**src/rtl/cla_pipe.sv**
```systemverilog
// rtl/cla_pipe.sv - pipelined carry-lookahead adder/subtractor; status flags under CLA_PIPE_FLAGS_EN
module cla_pipe #(
  parameter int WIDTH  = 32,
  parameter int STAGES = 2
) (
  input  logic             clock,
  input  logic             reset_n,
  input  logic             in_valid,
  output logic             in_ready,
  input  logic [WIDTH-1:0] a,
  input  logic [WIDTH-1:0] b,
  input  logic             sub,
  input  logic             cin,
  output logic             out_valid,
  input  logic             out_ready,
  output logic [WIDTH-1:0] sum,
  output logic             cout,
  output logic             ovf,
  output logic             zero
);

  localparam int SEG = WIDTH / STAGES;
  localparam int NG  = SEG / 8;
  localparam int L   = STAGES - 1;

  if (STAGES < 1 || STAGES > 4 || (WIDTH % (8 * STAGES)) != 0) begin : g_bad_cfg
    $error("cla_pipe: STAGES must be 1..4 and WIDTH a multiple of 8*STAGES");
  end

  // One segment: 8-bit groups, group carries as sum-of-products of the segment carry-in
  function automatic logic [SEG:0] seg_add(input logic [SEG-1:0] x, input logic [SEG-1:0] y,
                                           input logic ci);
    logic [SEG-1:0] g, p, c;
    logic [NG-1:0]  gg, gp;
    logic [NG:0]    ggx, gc;
    logic           t;
    g = x & y;
    p = x | y;
    for (int j = 0; j < NG; j++) begin
      gg[j] = g[8*j];
      gp[j] = p[8*j];
      for (int i = 1; i < 8; i++) begin
        gg[j] = g[8*j+i] | (p[8*j+i] & gg[j]);
        gp[j] = gp[j] & p[8*j+i];
      end
    end
    ggx = {gg, ci};
    for (int j = 0; j <= NG; j++) begin
      gc[j] = 1'b0;
      for (int m = 0; m <= j; m++) begin
        t = ggx[m];
        for (int n = m; n < j; n++) t = t & gp[n];
        gc[j] = gc[j] | t;
      end
    end
    for (int j = 0; j < NG; j++) begin
      c[8*j] = gc[j];
      for (int i = 1; i < 8; i++) c[8*j+i] = g[8*j+i-1] | (p[8*j+i-1] & c[8*j+i-1]);
    end
    return {gc[NG], x ^ y ^ c};
  endfunction

  logic             v_q   [STAGES];
  logic [WIDTH-1:0] s_q   [STAGES];
  logic [WIDTH-1:0] a_q   [STAGES];
  logic [WIDTH-1:0] b_q   [STAGES];
  logic             c_q   [STAGES];
  logic [STAGES:0]  rdy;
  logic             src_v [STAGES];
  logic [WIDTH-1:0] src_s [STAGES];
  logic [WIDTH-1:0] src_a [STAGES];
  logic [WIDTH-1:0] src_b [STAGES];
  logic             src_c [STAGES];
  logic [SEG:0]     seg_r [STAGES];
  logic [WIDTH-1:0] s_d   [STAGES];
  logic [WIDTH-1:0] a_d   [STAGES];
  logic [WIDTH-1:0] b_d   [STAGES];

  // Ready chain: a stage can load when empty or when the stage after it can take its contents
  always_comb begin
    rdy[STAGES] = out_ready;
    for (int k = STAGES - 1; k >= 0; k--) rdy[k] = !v_q[k] || rdy[k+1];
  end

  // Each stage consumes the low SEG bits of its operands and shifts the finished slice into the sum
  always_comb begin
    src_v[0] = in_valid;
    src_s[0] = '0;
    src_a[0] = a;
    src_b[0] = b ^ {WIDTH{sub}};
    src_c[0] = sub | cin;
    for (int k = 1; k < STAGES; k++) begin
      src_v[k] = v_q[k-1];
      src_s[k] = s_q[k-1];
      src_a[k] = a_q[k-1];
      src_b[k] = b_q[k-1];
      src_c[k] = c_q[k-1];
    end
    for (int k = 0; k < STAGES; k++) begin
      seg_r[k] = seg_add(src_a[k][SEG-1:0], src_b[k][SEG-1:0], src_c[k]);
      s_d[k]   = (src_s[k] >> SEG) | (WIDTH'(seg_r[k][SEG-1:0]) << (WIDTH - SEG));
      a_d[k]   = src_a[k] >> SEG;
      b_d[k]   = src_b[k] >> SEG;
    end
  end

  // Pipeline registers: load when ready, hold otherwise; data only moves with a valid token
  always_ff @(posedge clock or negedge reset_n) begin
    if (!reset_n) begin
      for (int k = 0; k < STAGES; k++) begin
        v_q[k] <= 1'b0;
        s_q[k] <= '0;
        a_q[k] <= '0;
        b_q[k] <= '0;
        c_q[k] <= 1'b0;
      end
    end else begin
      for (int k = 0; k < STAGES; k++) begin
        if (rdy[k]) begin
          v_q[k] <= src_v[k];
          if (src_v[k]) begin
            s_q[k] <= s_d[k];
            a_q[k] <= a_d[k];
            b_q[k] <= b_d[k];
            c_q[k] <= seg_r[k][SEG];
          end
        end
      end
    end
  end

  assign in_ready  = rdy[0];
  assign out_valid = v_q[L];
  assign sum       = s_q[L];
  assign cout      = c_q[L];

`ifdef CLA_PIPE_FLAGS_EN
  logic z_q    [STAGES];
  logic am_q   [STAGES];
  logic bm_q   [STAGES];
  logic src_z  [STAGES];
  logic src_am [STAGES];
  logic src_bm [STAGES];
  logic ovf_q;

  // Flag sources: running all-zero product and operand sign bits travel with the data
  always_comb begin
    src_z[0]  = 1'b1;
    src_am[0] = a[WIDTH-1];
    src_bm[0] = src_b[0][WIDTH-1];
    for (int k = 1; k < STAGES; k++) begin
      src_z[k]  = z_q[k-1];
      src_am[k] = am_q[k-1];
      src_bm[k] = bm_q[k-1];
    end
  end

  // Flag registers follow the same load/hold rule as the data path
  always_ff @(posedge clock or negedge reset_n) begin
    if (!reset_n) begin
      for (int k = 0; k < STAGES; k++) begin
        z_q[k]  <= 1'b0;
        am_q[k] <= 1'b0;
        bm_q[k] <= 1'b0;
      end
      ovf_q <= 1'b0;
    end else begin
      for (int k = 0; k < STAGES; k++) begin
        if (rdy[k] && src_v[k]) begin
          z_q[k]  <= src_z[k] && (seg_r[k][SEG-1:0] == '0);
          am_q[k] <= src_am[k];
          bm_q[k] <= src_bm[k];
        end
      end
      if (rdy[L] && src_v[L])
        ovf_q <= (src_am[L] == src_bm[L]) && (s_d[L][WIDTH-1] != src_am[L]);
    end
  end

  assign ovf  = ovf_q;
  assign zero = z_q[L];
`else
  assign ovf  = 1'b0;
  assign zero = 1'b0;
`endif

endmodule

```
**config.mk**
```make
export PLATFORM = sky130hd
export DESIGN_NAME = cla_pipe
export DESIGN_NICKNAME = d
export VERILOG_FILES = /design/src/rtl/cla_pipe.sv
export SDC_FILE = /design/constraint.sdc
export NUM_CORES = 1
export LEC_CHECK = 0
export CELL_PAD_IN_SITES_DETAIL_PLACEMENT = 1
export CELL_PAD_IN_SITES_GLOBAL_PLACEMENT = 2
export CORE_ASPECT_RATIO = 1.4
export CORE_MARGIN = 1.5
export CORE_UTILIZATION = 30
export DETAILED_ROUTE_END_ITERATION = 10
export PLACE_DENSITY_LB_ADDON = 0.1
export SYNTH_ARGS = -nofsm -noshare
export SYNTH_HDL_FRONTEND = slang
export SYNTH_SLANG_ARGS = --single-unit
```
**constraint.sdc**
```tcl
create_clock -name clock -period 3.7 [get_ports clock]
set_input_delay 0.74 -clock clock [delete_from_list [all_inputs] [get_ports clock]]
set_output_delay 0.74 -clock clock [all_outputs]
set_load 0.1 [all_outputs]
```
* Yosys cells after proc, flatten, opt, wreduce, memory -nomap -nowiden *
Index checks and enable logic that the tools add are counted.

storage, ports and cells
  input bits = 70
  output and inout port bits = 37
  logic and storage cells = 177
  flip-flop bits (word level) = 84

cells by class
  bitwise operators = 163
  reduce and logical (&&, ||, !) cells = 6

operators with widths
  cell                                    count
  1-bit AND                               90
  16-bit bitwise XOR                      4
  1-bit OR                                63
  16-bit AND                              2
  16-bit OR                               2
  16-bit by 32-bit OR with 32-bit output  1
  32-bit bitwise XOR                      1
  2-bit AND reduction                     2
  1-bit zero test                         2
  1-bit logical OR                        2

* Depth between registers and ports, before layout *
  depth after elaboration = 32
  gate-level depth with buffers = 19
  depth with buffers taken out = 17

* Worst setup path after synthesis *
Ideal clock, no wire load.

  kind = input-to-reg
  from = input port sub
  to = register s_q[62] in the netlist's numbering
  stages = 18
  buffers on the path = 2
  data required time = 3.575 ns
  setup time = 0.125 ns
  data arrival time = 5.139 ns
  setup slack = -1.563 ns
  cell sequence = buf_2 > buf_2 > xor2_1 > inv_1 > ha_1 > nor3b_1 > nor3_1 > o21ai_0 > a31o_2 > fa_1 > fa_1 > fa_1 > fa_1 > fa_1 > inv_1 > fa_1 > fa_1 > mux2_2

RTL lines
  element                         RTL line  RTL
  start: declaration              12        input logic sub,
  end signal: indexed assignment  122       s_q[k] <= s_d[k];
  end: declaration                64        logic [WIDTH-1:0] s_q [STAGES];

==> flow_summary_export.csv <==
group,metric,value,unit
outcome,status,"finished with violations",
outcome,violations,"setup timing",
layout,drive_gt1_share,34.95,%
clock_network,cts_tree,"built",
floorplanning,ios,107,
sta,timing.clock.skew,7.917,ps
floorplanning,num_rows,57,
sta,clock.fmax,0.2256,GHz
power_and_ir_drop,p_total,5020,uW
detailed_routing,vias_per_cell,4.296,
worst_setup_path,start_kind,"input port",
place,io_buffers,104,
global_routing,met2_usage,29.41,%
clock_network,clk_pin_slew,70,ps
logic_synthesis,synth_seq_cells,84,
clock_network,clockRootBuffer,"clkbuf_16",
place,dp_cells,860,
flow_run,drv_cap,0,
floorplanning,initial_utilization,30.82,%
place,dpl_cell_area,7053,um^2
floorplanning,coreArea,17400,um^2
global_routing,antenna_found_initial,1,
power_and_ir_drop,p_leak,0.003759,uW
sta,hold_viol_final,0,
clock_network,htree_levels,3,
sta,post-route-period-util,119.8,%
global_routing,grt_max_degree,66,
detailed_routing,avgRoutedWirePerCell,15.09,um
logic_synthesis,yosysTopAreaCellShare,39.20,%
sta,period_needed,4432,ps
logic_synthesis,synth_seq_area_share,39.20,%
clock_network,hold_buffers,0,
logic_synthesis,yosysUniqueCellTypes,35,
power_and_ir_drop,power_density,627.9,nW/um^2
logic_synthesis,synth_area_per_cell,11.17,um^2
logic_synthesis,netlist_instances,480,
place,post-dp-hpwl,9771,um
global_routing,grt_pass1_wl,22470,um
logic_synthesis,yosysWarnings,0,
layout,nets,838,
logic_synthesis,synthTopCellsByArea,"dfrtp_1 (39%), ha_1 (15%), fa_1 (10%)",
detailed_routing,drtPass1Iterations,4,
worst_hold_path,hold_class,"flip-flop to flip-flop",
floorplanning,die_w,116.0,um
layout,fin_area,7995,um^2
worst_setup_path,critPathKind,"input port to flip-flop",
worst_setup_path,cp_data_required_time,3920,ps
sta,worstMarginPinSlew,1022,ps
floorplanning,die_area,18700,um^2
logic_synthesis,synth_area,5363,um^2
sta,setup_violations,10,
worst_setup_path,arrival,4650,ps
clock_network,clock_sinks,84,
layout,layout.cells.non_filler,917,
sta,layout_setup_ws,-731.9,ps
floorplanning,dieHeight,161.2,um
sta,grt_setup_unrepaired,"true",
detailed_routing,drtIter0Drc,104,
logic_synthesis,yosysTopAreaCell,"dfrtp_1",
global_routing,grt_pass1_vias,4625,
detailed_routing,postRouteAntennaNets,0,
global_routing,grtUsageMet1,16.77,%
logic_synthesis,async_reset_ff_share,100.0,%
worst_hold_path,hold_depth,2,
worst_setup_path,crit_path_end_kind,"flip-flop",
detailed_routing,routed-via-count,3939,
clock_network,clk_latency,330,ps
global_routing,track_usage,15.51,%
detailed_routing,drc,0,
sta,max_slew_margin,31.65,%
global_routing,grt_use_met3,3.114,%
worst_setup_path,critPathMaxFanout,5,
logic_synthesis,synth-edff-count,0,
clock_network,numCtsBuffers,9,
clock_network,clk_path_buf_depth,2,
place,gp_congestion,0.7489,
place,post-place-ws,-1509,ps
power_and_ir_drop,vdd_drop_max,0.0002666,V
global_routing,busiest_layer,"met2",
layout,antenna_cells,0,
global_routing,overflow,0,
worst_setup_path,r2r_cells,15,
layout,area_delta_synth_final,49.09,%
logic_synthesis,synth-main-ff-cell,"dfrtp_1",
sta,drv_slew,0,
detailed_routing,finalWirelength,13840,um
==> cells by family (layout without fill, tap and decap cells) <==
logic type               Yosys count  in the layout  share of synthesized area (%)
buffers and inverters            100            300                          7.979
multiplexers                      48             48                          10.08
flip-flops                        84             84                          39.20
AO/OA/AOI/OAI                     57             57                          6.113
adder cells (fa/ha/maj)           92             92                          25.39
XOR/XNOR                          36             36                          5.880
AND/OR/NAND/NOR                   62             62                          5.296
other                              1              2                        0.06993
==> final cells by class <==
| cell class | count | area [um^2] |
|---|---|---|
| Inverter | 82 | 307.8 |
| Multi-Input combinational cell | 297 | 3148 |
| Fill cell | 1937 | 9407 |
| Tap cell | 236 | 295.3 |
| Clock buffer | 11 | 252.7 |
| Sequential cell | 84 | 2103 |
| Timing Repair Buffer | 202 | 1829 |
| Clock inverter | 5 | 58.81 |
==> per-layer routing <==
layer / wire length (um) / vias up
met1: 5184 / 1962
li1: - / 1887
met4: 244 / 0
met3: 560 / 16
met2: 7848 / 74
met5: 0 / -
==> stage by stage <==
stage	hold WS, ps	utilization [%]	setup TNS [ps]
global placement	457.3	40.53	-7398
detailed placement	471.5	40.53	-8332
finish	479.8	45.94	-3633
CTS	486.6	44.90	-3817
global route	515.4	45.94	-4651
floorplan	444.4	-	-3448
==> state kept, by name, indices dropped and copies added, names as in the netlist <==
signal and count:
a_q 16, b_q 16, c_q 1, cout 1
out_valid 1, s_q 16, src_v 1, sum 32
==> Yosys cell counts (2+ instances only) <==
cell type	instances
dfrtp_1	84
inv_1	82
ha_1	64
mux2_2	48
xor2_1	30
fa_1	28
a21oi_1	24
nor2_1	23
nand2_1	19
o21ai_0	18
buf_2	9
buf_4	7
xnor2_1	6
nor4_1	5
nand2b_1	4
nor3_1	4
a211oi_1	2
buf_6	2
nand3b_1	2
nor2b_1	2
o21ai_1	2
o31ai_1	2
==> cell usage in the layout (no fill, tap or decap), drive strengths merged, types with 5 or more instances in the layout <==
cell,netlist,layout
buf,18,105
o21ai,20,20
nor2,23,23
fa,28,28
dfrtp,84,84
clkbuf,0,12
mux2,48,48
a21oi,24,24
dlygate4sd2,0,8
nand2b,5,5
xnor2,6,6
ha,64,64
nor4,5,5
nand2,20,20
xor2,30,30
inv,82,83
clkdlybuf4s50,0,86
==> final timing paths <==
kind | slack, ps | startpoint | to
worst max-delay path | -730 | sub | s_q[62]
worst min-delay path | 480 | s_q[48] | s_q[48]
worst max register to register | -380 | a_q[33] | sum[30]
worst min register to register | 480 | s_q[48] | s_q[48]
max in group asynchronous | 2470 | reset_n | s_q[56]
min in group asynchronous | 520 | reset_n | sum[26]
==> power breakdown <==
group	internal [uW]	switching (uW)
clock	561	367
combinational	893	1830
sequential	1200	174
total	2650	2370
==> critical path, cell delays in order <==
cell and delay, ps:
buf_16 130, xor2_4 190, inv_2 80, ha_4 170
nor3b_4 150, nor3_2 160, o21ai_1 90, a31o_2 250
fa_2 350, fa_2 350, fa_2 360, fa_2 350
fa_2 340, inv_2 70, fa_2 200, fa_1 390
mux2_4 280
==> repair_timing <==
item / in CTS / in global routing
buffers inserted: 39 / 1
setup endpoints to repair: 10 / 13
gates resized for setup: 67 / 45
pin swaps: 20 / 4
gates cloned: 1 / 0
Power figures use the tool's default switching activity.
